[src/rtl/wide_add_sequencer_pkg.sv]
// Shared definitions for the wide add/subtract sequencer: FSM encoding and NZPC flag indices.
// Latency: n/a (types and constants only).
// Backpressure: n/a.
package wide_add_sequencer_pkg;

   localparam int HALF_W = 16;
   localparam int WIDE_W = 2 * HALF_W;

   // Sequencer states; the encodings are shared with the rest of the CPU.
   typedef enum logic [1:0] {
      IDLE = 2'd0,
      LO   = 2'd1,
      HI   = 2'd2,
      DONE = 2'd3
   } state_t;

   // Bit positions inside the {n,p,z,c} status register.
   localparam int FLAG_N = 3;
   localparam int FLAG_P = 2;
   localparam int FLAG_Z = 1;
   localparam int FLAG_C = 0;

endpackage

[src/rtl/wide_add_sequencer_if.sv]
// Bundle of request, response and shared-adder signals around the sequencer.
// Latency: n/a (wiring only).
// Backpressure: req_valid/req_ready on the request side, resp_valid/resp_ready on the response side.
interface wide_add_sequencer_if #(
   parameter int HALF_W = 16
);

   logic                  req_valid;
   logic                  req_ready;
   logic [2*HALF_W-1:0]   req_op_a;
   logic [2*HALF_W-1:0]   req_op_b;
   logic                  req_sub;
   logic                  req_wide;

   logic [HALF_W-1:0]     add_a;
   logic [HALF_W-1:0]     add_b;
   logic                  add_cin;
   logic [HALF_W-1:0]     add_out;
   logic                  c_out;

   logic                  resp_valid;
   logic                  resp_ready;
   logic [2*HALF_W-1:0]   result;
   logic [3:0]            status_reg;
   logic                  busy;

   // Sequencer side: accepts requests, drives the adder, presents results.
   modport slave (
      input  req_valid, req_op_a, req_op_b, req_sub, req_wide,
      input  add_out, c_out, resp_ready,
      output req_ready, add_a, add_b, add_cin,
      output resp_valid, result, status_reg, busy
   );

   // Environment side: execute stage, shared adder and result consumer.
   modport master (
      output req_valid, req_op_a, req_op_b, req_sub, req_wide,
      output add_out, c_out, resp_ready,
      input  req_ready, add_a, add_b, add_cin,
      input  resp_valid, result, status_reg, busy
   );

endinterface

[src/rtl/wide_add_sequencer_flag_calc.sv]
// Combinational {n,p,z,c} encoding of a finished add/subtract result.
// Latency: 0 cycles (pure combinational).
// Backpressure: none.
module wide_add_sequencer_flag_calc
   import wide_add_sequencer_pkg::*;
#(
   parameter int HW = 16
) (
   input  logic [2*HW-1:0] res,
   input  logic            wide,
   input  logic            carry,
   output logic [3:0]      flags
);

   // Sign and zero look only at the active width; zero counts as positive.
   always_comb begin
      flags         = 4'b0000;
      flags[FLAG_N] = wide ? res[2*HW-1] : res[HW-1];
      flags[FLAG_P] = ~flags[FLAG_N];
      flags[FLAG_Z] = wide ? (res == '0) : (res[HW-1:0] == '0);
      flags[FLAG_C] = carry;
   end

endmodule

[src/rtl/wide_add_sequencer.sv]
// Sequences the shared 16-bit adder for 16-bit (one pass) or 32-bit (two chained passes) add/sub.
// Latency: accept edge to resp_valid is 2 edges narrow, 3 edges wide.
// Backpressure: requests taken only in IDLE; result/status held in DONE until resp_ready.
module wide_add_sequencer
   import wide_add_sequencer_pkg::*;
#(
   parameter int HALF_W = 16
) (
   input  logic                 clk,
   input  logic                 rst_n,
   wide_add_sequencer_if.slave  bus
);

   state_t               state;
   state_t               state_nxt;

   logic [2*HALF_W-1:0]  op_a;
   logic [2*HALF_W-1:0]  op_b;
   logic                 op_sub;
   logic                 op_wide;
   logic [HALF_W-1:0]    res_lo;
   logic                 carry;
   logic [2*HALF_W-1:0]  result_q;
   logic [3:0]           status_q;

   logic [2*HALF_W-1:0]  fin_res;
   logic [3:0]           fin_flags;

   // State register.
   always_ff @(posedge clk or negedge rst_n) begin
      if (!rst_n) begin
         state <= IDLE;
      end else begin
         state <= state_nxt;
      end
   end

   // Next-state decode; req_valid is only looked at in IDLE.
   always_comb begin
      state_nxt = state;
      case (state)
         IDLE:    if (bus.req_valid) state_nxt = LO;
         LO:      state_nxt = op_wide ? HI : DONE;
         HI:      state_nxt = DONE;
         DONE:    if (bus.resp_ready) state_nxt = IDLE;
         default: state_nxt = IDLE;
      endcase
   end

   // Handshake and adder drives; B is pre-inverted and cin forced for subtract in the low pass.
   always_comb begin
      bus.req_ready  = (state == IDLE);
      bus.resp_valid = (state == DONE);
      bus.busy       = (state != IDLE);
      bus.add_a      = '0;
      bus.add_b      = '0;
      bus.add_cin    = 1'b0;
      case (state)
         LO: begin
            bus.add_a   = op_a[HALF_W-1:0];
            bus.add_b   = op_sub ? ~op_b[HALF_W-1:0] : op_b[HALF_W-1:0];
            bus.add_cin = op_sub;
         end
         HI: begin
            bus.add_a   = op_a[2*HALF_W-1:HALF_W];
            bus.add_b   = op_sub ? ~op_b[2*HALF_W-1:HALF_W] : op_b[2*HALF_W-1:HALF_W];
            bus.add_cin = carry;
         end
         default: ;
      endcase
   end

   // Candidate final result for the pass in flight: high pass joins with the saved low half.
   always_comb begin
      if (state == HI) begin
         fin_res = {bus.add_out, res_lo};
      end else begin
         fin_res = {{HALF_W{1'b0}}, bus.add_out};
      end
   end

   wide_add_sequencer_flag_calc #(
      .HW    (HALF_W)
   ) u_flag_calc (
      .res   (fin_res),
      .wide  (op_wide),
      .carry (bus.c_out),
      .flags (fin_flags)
   );

   // Operand latch, per-pass capture, and architectural result/status update on entry to DONE.
   always_ff @(posedge clk or negedge rst_n) begin
      if (!rst_n) begin
         op_a     <= '0;
         op_b     <= '0;
         op_sub   <= 1'b0;
         op_wide  <= 1'b0;
         res_lo   <= '0;
         carry    <= 1'b0;
         result_q <= '0;
         status_q <= 4'b0000;
      end else begin
         case (state)
            IDLE: begin
               if (bus.req_valid) begin
                  op_a    <= bus.req_op_a;
                  op_b    <= bus.req_op_b;
                  op_sub  <= bus.req_sub;
                  op_wide <= bus.req_wide;
               end
            end
            LO: begin
               res_lo <= bus.add_out;
               carry  <= bus.c_out;
               if (!op_wide) begin
                  result_q <= fin_res;
                  status_q <= fin_flags;
               end
            end
            HI: begin
               carry    <= bus.c_out;
               result_q <= fin_res;
               status_q <= fin_flags;
            end
            default: ;
         endcase
      end
   end

   assign bus.result     = result_q;
   assign bus.status_reg = status_q;

endmodule

[src/flat_wrapper.sv]
// flat-port wrapper written by rule: the top's interface ports become plain ports
module wide_add_sequencer_flat import wide_add_sequencer_pkg::*;
#(
   parameter int HALF_W = 16
)
  (clk, rst_n, bus_req_valid, bus_req_op_a, bus_req_op_b, bus_req_sub, bus_req_wide, bus_add_out, bus_c_out, bus_resp_ready, bus_req_ready, bus_add_a, bus_add_b, bus_add_cin, bus_resp_valid, bus_result, bus_status_reg, bus_busy);
  wide_add_sequencer_if #(.HALF_W(HALF_W)) bus_i ();
  input  logic clk;
  input  logic rst_n;
  input wire logic [$bits(bus_i.req_valid)-1:0] bus_req_valid;
  input wire logic [$bits(bus_i.req_op_a)-1:0] bus_req_op_a;
  input wire logic [$bits(bus_i.req_op_b)-1:0] bus_req_op_b;
  input wire logic [$bits(bus_i.req_sub)-1:0] bus_req_sub;
  input wire logic [$bits(bus_i.req_wide)-1:0] bus_req_wide;
  input wire logic [$bits(bus_i.add_out)-1:0] bus_add_out;
  input wire logic [$bits(bus_i.c_out)-1:0] bus_c_out;
  input wire logic [$bits(bus_i.resp_ready)-1:0] bus_resp_ready;
  output wire logic [$bits(bus_i.req_ready)-1:0] bus_req_ready;
  output wire logic [$bits(bus_i.add_a)-1:0] bus_add_a;
  output wire logic [$bits(bus_i.add_b)-1:0] bus_add_b;
  output wire logic [$bits(bus_i.add_cin)-1:0] bus_add_cin;
  output wire logic [$bits(bus_i.resp_valid)-1:0] bus_resp_valid;
  output wire logic [$bits(bus_i.result)-1:0] bus_result;
  output wire logic [$bits(bus_i.status_reg)-1:0] bus_status_reg;
  output wire logic [$bits(bus_i.busy)-1:0] bus_busy;
  assign bus_i.req_valid = bus_req_valid;
  assign bus_i.req_op_a = bus_req_op_a;
  assign bus_i.req_op_b = bus_req_op_b;
  assign bus_i.req_sub = bus_req_sub;
  assign bus_i.req_wide = bus_req_wide;
  assign bus_i.add_out = bus_add_out;
  assign bus_i.c_out = bus_c_out;
  assign bus_i.resp_ready = bus_resp_ready;
  assign bus_req_ready = bus_i.req_ready;
  assign bus_add_a = bus_i.add_a;
  assign bus_add_b = bus_i.add_b;
  assign bus_add_cin = bus_i.add_cin;
  assign bus_resp_valid = bus_i.resp_valid;
  assign bus_result = bus_i.result;
  assign bus_status_reg = bus_i.status_reg;
  assign bus_busy = bus_i.busy;
  wide_add_sequencer #(.HALF_W(HALF_W)) u_core (.clk(clk), .rst_n(rst_n), .bus(bus_i));
endmodule
[config.mk]
export PLATFORM = sky130hd
export DESIGN_NAME = wide_add_sequencer_flat
export DESIGN_NICKNAME = d
export VERILOG_FILES = /design/src/rtl/wide_add_sequencer_pkg.sv /design/src/rtl/wide_add_sequencer_if.sv /design/src/rtl/wide_add_sequencer_flag_calc.sv /design/src/rtl/wide_add_sequencer.sv /design/src/flat_wrapper.sv
export SDC_FILE = /design/constraint.sdc
export NUM_CORES = 1
export LEC_CHECK = 0
export CORE_UTILIZATION = 25
export CTS_BUF_LIST = sky130_fd_sc_hd__clkbuf_8
export DETAILED_ROUTE_END_ITERATION = 8
export MAX_ROUTING_LAYER = met4
export PLACE_DENSITY = 0.43
export SLEW_MARGIN = 20
export SYNTH_ARGS = -nofsm -noshare
export SYNTH_HDL_FRONTEND = slang
export SYNTH_SLANG_ARGS = --single-unit
[constraint.sdc]
create_clock -name clk -period 2.1 [get_ports clk]
set_clock_uncertainty 0.05 [all_clocks]
set_input_delay 0.315 -clock clk [delete_from_list [all_inputs] [get_ports clk]]
set_output_delay 0.315 -clock clk [all_outputs]
set_load 0.01 [all_outputs]
==> results of run 1 <==
-- cell families after synthesis --
group / Yosys count / share of synthesized area
AOI/OAI and AO/OA: 60 / 0.0685
xor gates and xnor gates: 32 / 0.0477
adders and majority gates: 5 / 0.0106
buffers and inverters: 39 / 0.0430
DFF: 121 / 0.515
muxes: 100 / 0.214
and+or+nand+nor: 124 / 0.102
-- worst paths after layout --
check / cells after the start / slack (ns) / start / endpoint
max in group asynchronous: 3 / 0.95 / rst_n / u_core.op_b[29]
setup / recovery: 7 / -0.08 / u_core.state[1] / bus_add_a[5]
hold reg to reg: 2 / 0.41 / u_core.bus.result[24] / u_core.bus.result[24]
hold / removal: 2 / 0.33 / rst_n / u_core.bus.result[29]
setup reg to reg: 9 / 0.14 / u_core.state[0] / u_core.bus.result[8]
min in group clk: 2 / 0.41 / u_core.bus.result[24] / u_core.bus.result[24]
-- stage by stage --
step | utilization | instances | cell area, µm² | total power [W] | setup TNS (ns)
after floorplan | - | 481 | 5880 | 0.00856 | 0
after global placement | 0.349 | 947 | 7960 | 0.0114 | -0.000451
after detailed placement | 0.349 | 947 | 7960 | 0.0115 | -0.663
after CTS | 0.379 | 995 | 8660 | 0.0144 | -1.93
after global routing | 0.389 | 1003 | 8880 | 0.0160 | -3.58
final | 0.389 | 1003 | 8880 | 0.0149 | -0.741
-- routing by layer --
layer  part of all wire  global-route usage  up-vias
met1               0.46               0.188     2121
met4             0.0090              0.0411        0
met2               0.48               0.235      118
met5                  0                   -        -
met3              0.051              0.0429       13
li1                   -                   -     2051
-- worst max-delay path, stage by stage (launching register included) --
cell,delay (ns)
dfrtp_1,0.40
buf_6,0.14
ha_4,0.18
buf_12,0.14
buf_8,0.12
a22oi_2,0.18
nor2b_1,0.06
buf_2,0.14
-- power groups by stage --
stage               Clock [W]  Sequential [W]  Combinational, W
finish                0.00197         0.00427           0.00864
global route          0.00218         0.00443           0.00935
CTS                   0.00207         0.00426           0.00803
detailed placement          0         0.00423           0.00722
global placement            0         0.00420           0.00718
floorplan                   0         0.00415           0.00441
-- synthesized netlist by cell type, drive strengths merged, types with 2 or more instances --
library cell	instances
xor2	32
nor2	6
nand3	18
o22ai	2
a22oi	33
ha	5
inv	4
clkbuf	3
o21ai	17
mux2i	16
nand2	57
a21oi	3
buf	32
dfrtp	121
mux2	84
o31ai	2
nor4	6
nor2b	34
-- cells in the final DEF (no fill, tap or decap), types with 2 or more instances in the layout --
| cell | instances |
|---|---|
| buf_4 | 22 |
| nor2b_4 | 4 |
| mux2i_1 | 16 |
| o21ai_0 | 10 |
| buf_12 | 14 |
| nor2_1 | 5 |
| clkinvlp_4 | 3 |
| clkbuf_16 | 2 |
| buf_8 | 2 |
| bufinv_16 | 2 |
| xor2_1 | 29 |
| inv_1 | 7 |
| inv_2 | 2 |
| o31ai_1 | 2 |
| buf_6 | 16 |
| nand2_1 | 56 |
| mux2_2 | 44 |
| nor2b_1 | 24 |
| xor2_2 | 3 |
| mux2_4 | 40 |
| nor4_1 | 6 |
| clkdlybuf4s50_1 | 121 |
| a21oi_1 | 2 |
| a22oi_2 | 33 |
| o22ai_1 | 2 |
| ha_4 | 4 |
| nand3_1 | 18 |
| buf_16 | 3 |
| dfrtp_1 | 120 |
| clkinv_2 | 3 |
| buf_2 | 29 |
| clkbuf_8 | 18 |
| o21ai_1 | 7 |
| nor2b_2 | 6 |
-- area by class of cell --
class / count / share of cell area
flip-flops and latches: 121 / 0.341
clock inverters: 13 / 0.0131
well taps: 313 / 0.0441
multi-input cells: 321 / 0.327
clock buffers: 18 / 0.0279
inverters: 4 / 0.00169
repair buffers: 213 / 0.245
-- timing repair --
item / 4_1_cts / 5_1_grt
pin swaps: 17 / 12
hold buffers: 1 / 0
setup buffers: 13 / 5
endpoints found under the hold margin: 27 / 0
gates cloned: 3 / 3
resized for setup: 194 / 30
setup endpoints to repair: 35 / 52
==> run summary, run 1 <==
Synthesis Warnings - 0
max-slew violation count - 0
Slew @ Worst Pin - 0.497 ns
# H-tree levels - 4
first-pass GRT wire length - 26600 µm
Setup crit start kind - flop
Mapped Cells - 481
grt ovf - 0
worst-skew pair later-pin latency - 0.44 ns
number of diodes - 0
initial antenna violation count - 0
Post-Syn Nets - 573
IO buf count - 158
fmax - 459 MHz
nets - 770
Detailed Route WL - 16900 µm
Critical Path AT - 1.81 ns
worst vdd ir - 0.757 mV
max cap viols - 0
core area - 0.0228 mm²
gr usage total - 0.150
WL per Instance - 16.8 µm
DRT Pass-1 Iters - 4
vias in the first global route - 4801
largest net degree at the start of global routing - 50
area of the multi-input gates - 0.00290 mm²
GPL Wtd Cong - 0.773
slew margin rel. - 0.668
Synth area leader - dfrtp_1
Crit. End Element - output pin
hold_ws - 0.331 ns
Primary FF master, synth - dfrtp_1
RSZ-0062 raised after global routing - yes
synthesized cell area - 0.00588 mm²
number of enable flip-flop cells after synthesis - 0
switching share of power - 0.370
CTS Root Cell - clkbuf_8
Pleak - 3.92 nW
clk buf depth - 2
DR vias - 4303
Place WS - -0.0551 ns
DR vias/cell - 4.29
Min Clock Period, post-route - 2.18 ns
CTS sink cnt - 121
Yosys reg bits - 121
combinational power share - 0.580
Final Setup Violations - 20
register area share after synthesis - 0.515
num ports - 159
share of power burned in registers - 0.287
WS Path Type - flop to output pin
Die ar. - 0.0241 mm²
Clk pwr share - 0.133
cell-internal power - 0.00937 W
Final period util - 1.04
CP max FO - 5
layout cells sized above 1 - 0.371
Req. time, crit path - 1.74 ns
area grow syn2layout - 51.1%
top-area cell type share of the netlist area - 0.515
min setup slack post-route - -0.0765 ns
Netlist cell types - 30
sw power - 0.00551 W
FFs w/ async S/R, synth - 1.00
clock-pin slew on the worst setup and hold paths - 0.07 ns
final hold violation count - 0
Mean Syn Cell Area - 12.2 µm²
Initial Util - 0.257
CTS tree - yes
DRC violations left - 0
Hold Crit Class - input port to async pin
Rows - 55
Iteration-0 DRC Markers - 151
Post-DP HPWL - 11200 µm
Synth area leaders - dfrtp_1 (52%), mux2_4 (10%), mux2_2 (8.4%), xor2_1 (4.8%), a22oi_1 (4.2%)
outcome - finished, violations left
ANT nets after route - 0
Cell Pwr Density - 1680 mW/mm²
Register Area - 0.00303 mm²
CTS Buf Count - 17
die width - 155 µm
failing checks - setup timing
Die H - 155 µm
fill count - 2278
Power figures use the tool's default switching activity.
==> run 2: changes to the inputs <==
- MAX_ROUTING_LAYER: met4 -> not set
- RECOVER_POWER: not set -> 25
- TNS_END_PERCENT: not set -> 50
==> run 2 against run 1 <==
The flow still finishes with violations (setup timing). Via count down 0.70%. Sequential cell count unchanged. Register-to-register slack about the same. Cell count down 0.40%. Utilization down 0.46 points. Routed wire length down 1.1%. Global-route usage down 0.56 points. Combinational power down 2.5%. Non-clock buffer count down 4. Total power down 1.5%. Critical path type unchanged. Critical endpoint unchanged.
==> run summary, run 2 (synthesized netlist as in run 1, its figures left out) <==
outcome - finished, violations left (unchanged)
failing checks - setup timing (unchanged)
Min Clock Period, post-route - 2.17 ns (was 2.18 ns)
Final period util - 1.03 (was 1.04)
WHS Path Cells - 2
crit-path cells - buf_6 -> ha_4 -> buf_12 -> buf_8 -> a22oi_2 -> nor2b_1 -> buf_2 (unchanged)
CTS Root Cell - clkbuf_8 (unchanged)
num ports - 159 (unchanged)
DR vias/cell - 4.28 (was 4.29)
worst-skew pair later-pin latency - 0.43 ns (was 0.44 ns)
Crit. End Element - output pin (unchanged)
reg-to-reg startpoint - u_core.state[0] (unchanged)
commonest non-fill, non-tap cells in the layout - clkdlybuf4s50_1 (121), dfrtp_1 (120), nand2_1 (56) (unchanged)
clk buf depth - 2 (unchanged)
fmax - 461 MHz (was 459 MHz)
final hold violation count - 0 (unchanged)
gr usage total - 0.144 (was 0.150)
WP buf/inv - 4 (unchanged)
Cell Pwr Density - 1670 mW/mm² (was 1680 mW/mm²)
Req. time, crit path - 1.74 ns (about the same)
WL per Instance - 16.7 µm (was 16.8 µm)
GPL Wtd Cong - 0.763 (was 0.773)
ANT nets after route - 0 (unchanged)
grt ovf - 0 (unchanged)
Largest stage delay, worst path - 0.40 ns (about the same)
core area - 0.0228 mm² (unchanged)
max-slew violation count - 0 (unchanged)
Die H - 155 µm (unchanged)
Post-DP HPWL - 11200 µm (unchanged)
placed insts - 947 (unchanged)
Hold Crit Class - flop to flop (was input port to async pin)
largest net degree at the start of global routing - 50 (unchanged)
delay-heaviest family, CP - buffers and inverters (unchanged)
Hold Path End - u_core.bus.result[24]
Place WS - -0.0551 ns (unchanged)
hold_ws - 0.415 ns (was 0.331 ns)
Reg2Reg Depth - 9 (unchanged)
clock-pin slew on the worst setup and hold paths - 0.07 ns (about the same)
worst reg2reg endpoint - u_core.bus.result[8] (unchanged)
nets - 766 (was 770)
max cap viols - 0 (unchanged)
Pleak - 3.87 nW (was 3.92 nW)
min setup slack post-route - -0.0698 ns (was -0.0765 ns)
area grow syn2layout - 49.3% (was 51.1%)
DRT Pass-1 Iters - 4 (unchanged)
worst vdd ir - 0.614 mV (was 0.757 mV)
Setup crit start kind - flop (unchanged)
slew margin rel. - 0.412 (was 0.668)
Critical Path AT - 1.80 ns (was 1.81 ns)
IO buf count - 158 (unchanged)
Worst path slowest cell - dfrtp_1 (unchanged)
die width - 155 µm (unchanged)
RSZ-0062 raised after global routing - yes (unchanged)
Post-Layout Cell Count - 999 (was 1003)
Overall Power - 0.0147 W (was 0.0149 W)
initial antenna violation count - 0 (unchanged)
CTS sink cnt - 121 (unchanged)
CTS Buf Count - 17 (unchanged)
Final Setup Violations - 19 (was 20)
Worst Hold Launch - u_core.bus.result[24]
Die ar. - 0.0241 mm² (unchanged)
Rows - 55 (unchanged)
DRC violations left - 0 (unchanged)
Detailed Route WL - 16700 µm (was 16900 µm)
Initial Util - 0.257 (unchanged)
Slew @ Worst Pin - 0.881 ns (was 0.497 ns)
layout cells sized above 1 - 0.360 (was 0.371)
Reg2Reg Setup Slack - 0.13 ns (was 0.14 ns)
DR vias - 4273 (was 4303)
commonest non-fill, non-tap cell in the layout - clkdlybuf4s50_1 (unchanged)
CTS tree - yes (unchanged)
WS Path Type - flop to output pin (unchanged)
vias in the first global route - 4778 (was 4801)
number of diodes - 0 (unchanged)
first-pass GRT wire length - 26500 µm (was 26600 µm)
# H-tree levels - 4 (unchanged)
CP max FO - 5 (unchanged)
Iteration-0 DRC Markers - 165 (was 151)
==> run 2: worst max path at each step <==
stage | endpoint | startpoint | cells past startpoint | slack [ns]
2_1_floorplan | u_core.state[1] | u_core.state[0] | 5 | 0.45
3_3_place_gp | bus_add_b[4] | u_core.state[0] | 5 | -0.0005
3_5_place_dp | bus_add_a[2] | u_core.state[0] | 5 | -0.06
4_1_cts | bus_add_a[0] | u_core.state[1] | 7 | -0.14
5_1_grt | bus_add_a[5] | u_core.state[1] | 7 | -0.18
6_report | bus_add_a[5] | u_core.state[1] | 7 | -0.07
==> run 2: repair_timing <==
action	in CTS	in global routing
cloned	3	3
hold buffers	1	0
hold endpoints to repair	27	0
resized for setup	193	24
endpoints found under the setup margin	35	51
pin swaps	15	9
buffers inserted	11	3
==> run 2: power breakdown <==
part	switching (W)	internal, W	leakage, nW
combinational	0.00371	0.00471	2.22
sequential	0.000800	0.00347	1.46
clock	0.000918	0.00105	0.196
total	0.00543	0.00922	3.87
==> run 2: worst register-to-register path, stage by stage (launching register included) <==
cell and delay, ns:
dfrtp_1 0.41, buf_6 0.14, ha_4 0.18, buf_12 0.14, buf_16 0.14, buf_12 0.16, nor2_2 0.18, a21o_4 0.16
clkbuf_16 0.20, o21ai_0 0.10
==> run 2: layout make-up <==
class                      instances  area (µm²)
sequential                       121        3030
multi-input combinational        321        2880
inverter                           4        15.0
clock inverter                    13         116
clock buffer                      18         248
tap                              313         392
timing repair buffer             209        2100
fill                            2289       14100
==> run 2: metal layers <==
layer | GRT usage | wire length (µm) | vias up
li1 | - | - | 2047
met1 | 0.185 | 7680 | 2105
met2 | 0.233 | 7960 | 113
met3 | 0.0448 | 923 | 8
met4 | 0.0411 | 125 | 0
met5 | 0 | 0 | -
==> run 2: per-stage QoR <==
step / cell area (µm²) / setup TNS (ns) / utilization
2_1_floorplan: 5880 / 0 / -
3_3_place_gp: 7960 / -0.000451 / 0.349
3_5_place_dp: 7960 / -0.663 / 0.349
4_1_cts: 8640 / -1.88 / 0.378
5_1_grt: 8780 / -3.36 / 0.384
6_report: 8780 / -0.585 / 0.384
